### config.mk
export PLATFORM = sky130hd
export DESIGN_NAME = top_puf
export DESIGN_NICKNAME = d
export VERILOG_FILES = /design/src/rtl/top_puf.sv
export SDC_FILE = /design/constraint.sdc
export NUM_CORES = 1
export LEC_CHECK = 0
export CORE_MARGIN = 10
export CORE_UTILIZATION = 55
export CTS_BUF_LIST = sky130_fd_sc_hd__clkbuf_4 sky130_fd_sc_hd__clkbuf_8
export DETAILED_ROUTE_END_ITERATION = 8
export GPL_TIMING_DRIVEN = 0
export MAX_ROUTING_LAYER = met4
export PLACE_DENSITY = 0.75
export SLEW_MARGIN = 20
export SYNTH_ARGS = -nofsm -noshare
export SYNTH_HDL_FRONTEND = slang
export SYNTH_SLANG_ARGS = --single-unit
### constraint.sdc
create_clock -name clk -period 37 [get_ports clk]
set_clock_uncertainty 0.2 [all_clocks]
set_input_delay 7.4 -clock clk [delete_from_list [all_inputs] [get_ports clk]]
set_output_delay 7.4 -clock clk [all_outputs]
set_load 0.1 [all_outputs]
### src/rtl/top_puf.sv
// Dual-core adder PUF emulation: two ripple-carry delay models with per-stage
// PDL config, a per-bit arbiter, and a two-stage free-running pipeline.
module puf_chain #(
  parameter int WIDTH = 32,
  parameter int DW    = 7
) (
  input  logic [WIDTH-1:0]         p_i,
  input  logic [WIDTH-1:0]         cfg_i,
  output logic [WIDTH-1:0][DW-1:0] dly_o
);
  logic [DW-1:0] acc;
  logic          prop;

  // A propagating lower stage hands its settle time up the chain; otherwise the chain restarts.
  always_comb begin
    acc   = '0;
    prop  = 1'b0;
    dly_o = '0;
    for (int i = 0; i < WIDTH; i++) begin
      acc      = DW'(1) + DW'(cfg_i[i]) + (prop ? acc : '0);
      dly_o[i] = acc;
      prop     = p_i[i];
    end
  end
endmodule

module top_puf #(
  parameter int WIDTH = 32,
  parameter int DW    = 7
) (
  input  logic             clk,
  input  logic             reset,
  input  logic [WIDTH-1:0] a,
  input  logic [WIDTH-1:0] b,
  input  logic [WIDTH-1:0] config1,
  input  logic [WIDTH-1:0] config2,
  output logic [WIDTH-1:0] c
);
  typedef struct packed {
    logic [WIDTH-1:0]      a;
    logic [WIDTH-1:0]      b;
    logic [1:0][WIDTH-1:0] cfg;
  } req_t;

  req_t                            req_d, req_q;
  logic [WIDTH-1:0]                p;
  logic [1:0][WIDTH-1:0][DW-1:0]   dly;
  logic [WIDTH-1:0]                r, c_d, c_q;

  always_comb begin
    req_d.a      = a;
    req_d.b      = b;
    req_d.cfg[0] = config1;
    req_d.cfg[1] = config2;
  end

  always_ff @(posedge clk or negedge reset) begin
    if (!reset) req_q <= '0;
    else        req_q <= req_d;
  end

  assign p = req_q.a ^ req_q.b;

  for (genvar k = 0; k < 2; k++) begin : g_core
    puf_chain #(.WIDTH(WIDTH), .DW(DW)) u_chain (
      .p_i  (p),
      .cfg_i(req_q.cfg[k]),
      .dly_o(dly[k])
    );
  end

  // Strict compare: a tie resolves to 0, so identical cores always answer 0.
  for (genvar i = 0; i < WIDTH; i++) begin : g_arb
    assign r[i] = (dly[0][i] < dly[1][i]);
  end

  assign c_d = r;

  always_ff @(posedge clk or negedge reset) begin
    if (!reset) c_q <= '0;
    else        c_q <= c_d;
  end

  assign c = c_q;
endmodule

==> results by group <==
Power
  – Worst ir drop on vdd: 0.0000730 V
  – Power per standard cell area: 44.9 mW/mm2
  – Leak pwr: 0.0112 uW

Route
  – Final wirelength: 67,800 um
  – First-pass DRT Iterations: 6
  – DRC viols: 0
  – DR vias/cell: 6.10
  – Total number of vias: 21,600
  – Routed length per instance: 19.2 um
  – Remaining antenna violation count: 0
  – Drt initial violations: 1,651

Global routing
  – Total GRT Usage: 27.5%
  – Met1 Track Usage GR: 34.1%
  – Vias in the first global route: 21,100
  – Antenna violations before repair: 0
  – GR met2 Demand/Resource: 45.5%
  – First-pass GRT wire length: 110,000 um
  – Most Crowded Layer GR: met2
  – Met3 usage: 3.82%
  – Largest net degree at the start of global routing: 90
  – Grt ovf: 0

CTS
  – Post-CTS setup buffer count: 0
  – Root Driver: clkbuf_8
  – Post-CTS resize count: 0
  – Hold buffers post-CTS: 0
  – H-tree lvl count: 4
  – Worst-case clock buffer depth: 2
  – Clk slew on worst S/H paths: 0.09 ns
  – CTS sink cnt: 158
  – Num CTS Buffers: 17
  – Clock latency on the worst-skew pair: 0.57 ns
  – CTS tree: yes

Synthesis
  – Number of flops mapped to enable cells by yosys: 0
  – Post-synthesis cell area: 0.0228 mm2
  – Synth Instances: 2,805
  – Number of distinct library cells after synthesis: 117
  – Post-Syn Area per Cell: 8.14 um2
  – Ys async rst share: 100%
  – Post-synthesis sequential area ratio: 17.3%
  – Seq cells post-synth: 158
  – Synth Flop Type: dfrtp_1
  – Synthesis Warnings: 0

Critical path
  – Critical path class: reg2reg
  – Required time of the worst setup path: 37.30 ns
  – Crit-path max cell delay: 0.58 ns
  – Maximum fanout along the worst path: 2
  – Crit path DAT: 24.82 ns
  – Most used cell, CP: fa_1
  – Slowest CP cell: fa_1
  – Element type at the critical path end: flip-flop
  – Critical Path Start Type: flip-flop

Placement
  – Final Wtd Congestion: 0.960
  – Number of port buffers: 159
  – DP Wirelength: 55,900 um

STA
  – Crit path time final: 24.52 ns
  – Worst-margin pin slew: 1.06 ns
  – Setup TNS Final: 0 ns
  – Final worst-path cycle share: 66.3%
  – Setup Viol. Count Final: 0
  – Final slew viol count: 0
  – Fmax: 40.8 MHz
  – Unrepaired setup endpoints after global routing: no
  – Slew headroom: 28.7%
  – Hold Fails Final Rpt: 0

Cells and area
  – N_diodes: 0
  – Layout area overhead: 11.9%
  – Fin util: 62.4%
  – Share of cells above drive strength 1: 4.27%
  – Fillers: 3,625
  – Final nets: 3,478

Die
  – IO Count: 162
  – Standard-cell rows: 74
  – Die H: 224 um
  – Initial core utilization: 55.8%
  – Die W: 224 um
  – Core ar.: 0.0409 mm2
  – Die Footprint: 0.0501 mm2

Min path
  – Worst Hold Class: reg2reg

Outcome
  – Run status: completed

Job
  – Max cap viols: 0
cell families (layout without fill, tap and decap cells):
kind of cell	count (synthesis)	after routing	synth area share, %
buffers and inverters	261	453	4.47
other	2	6	0.0329
xor gates and xnor gates	210	210	8.44
DFF	158	158	17.3
muxes	54	54	2.81
AOI/OAI and AO/OA	641	641	19.2
adders and majority gates	360	360	21.8
and+or+nand+nor	1119	1119	26.0
placed cells by master, fill, tap and decap left out, drive strengths merged, types with 33 or more instances in the layout:
master	count
ha	298
nor2	220
xor2	91
nand2b	78
clkdlybuf4s50	158
dfrtp	158
fa	62
mux2i	47
xnor2	115
nand3	79
and2	134
a21oi	175
nand2	217
nor2b	40
or3	33
and3	38
o21ai	113
a21o	98
clkbuf	93
nor4	42
inv	177
nand4	44
nor3	90
metrics by stage:
stage	instances	hold slack (ns)	worst slack, ns	power (uW)	instance area [um2]
final	3533	0.260	12.48	1150	25600
after global routing	3533	0.279	10.87	1240	25600
after CTS	3533	0.260	12.36	1150	25600
after detailed placement	3501	0.249	12.47	995	25100
after global placement	3500	0.241	13.00	977	25100
after floorplan	2809	0.217	14.91	786	22800
path summary, 6_finish.rpt:
check	slack, ns	cells after the start	end	start
hold reg to reg	0.26	1	c[0]$_DFF_PN0_	req_q[0]$_DFF_PN0_
setup reg to reg	12.48	102	c[31]$_DFF_PN0_	req_q[64]$_DFF_PN0_
max in group asynchronous	29.16	2	req_q[126]$_DFF_PN0_	reset
setup / recovery	12.48	102	c[31]$_DFF_PN0_	req_q[64]$_DFF_PN0_
min in group asynchronous	6.58	1	req_q[0]$_DFF_PN0_	reset
hold / removal	0.26	1	c[0]$_DFF_PN0_	req_q[0]$_DFF_PN0_
area by class of cell:
cell class	count	area [um2]	area share, %
Clock buffer	20	263	1.03
Tap cell	532	666	2.60
Buffer	85	350	1.37
Sequential cell	158	3950	15.5
Clock inverter	12	159	0.622
Timing Repair Buffer	160	1620	6.36
Inverter	176	669	2.62
Multi-Input combinational cell	2390	17900	69.9
cell usage after synthesis (7+ instances only):
cell type | instances | share of area (%)
a211o_1 | 13 | 0.50
a211oi_1 | 14 | 0.46
a21boi_0 | 7 | 0.23
a21o_1 | 98 | 3.2
a21oi_1 | 171 | 3.7
a31oi_1 | 20 | 0.55
and2_1 | 133 | 3.6
and3_1 | 38 | 1.0
and4_1 | 10 | 0.38
buf_2 | 7 | 0.15
clkbuf_1 | 73 | 1.2
dfrtp_1 | 158 | 17
fa_1 | 62 | 5.4
ha_1 | 298 | 16
inv_1 | 172 | 2.8
mux2i_1 | 40 | 1.8
mux2i_4 | 7 | 0.69
nand2_1 | 214 | 3.5
nand2b_1 | 77 | 2.1
nand3_1 | 78 | 1.7
nand3b_1 | 10 | 0.33
nand4_1 | 44 | 1.2
nor2_1 | 219 | 3.6
nor2b_1 | 39 | 1.1
nor3_1 | 90 | 2.0
nor3b_1 | 14 | 0.46
nor4_1 | 38 | 1.0
nor4b_1 | 8 | 0.31
o2111ai_1 | 14 | 0.54
o211a_1 | 11 | 0.48
o211ai_1 | 27 | 0.89
o21a_1 | 19 | 0.62
o21ai_0 | 97 | 2.1
o21ai_1 | 14 | 0.31
o311ai_0 | 13 | 0.50
o31a_1 | 8 | 0.31
o31ai_1 | 10 | 0.33
or2_2 | 16 | 0.44
or3_1 | 32 | 0.88
or4_1 | 22 | 0.72
xnor2_1 | 112 | 4.3
xor2_1 | 90 | 3.5
critical path, delay by kind of cell (launching register included):
family	cells	cell delay, ns
xor gates and xnor gates	1	0.20
buffers and inverters	30	2.40
AOI/OAI and AO/OA	5	0.78
adders and majority gates	33	15.83
and+or+nand+nor	33	4.66
DFF	1	0.41
layer usage:
metal	vias up	wire, um
li1	10500	-
met1	10300	30100
met2	649	32800
met3	116	3290
met4	0	1590
met5	-	0
sequential cells by signal, indices dropped and copies added (netlist names):
register  flops
req_q       126
c            32
power by group:
| part | switching (uW) | total, uW | internal [uW] |
|---|---|---|---|
| clock network | 75.8 | 146 | 70.2 |
| logic | 506 | 789 | 284 |
| registers | 13.3 | 211 | 198 |
Power figures use the tool's default switching activity.
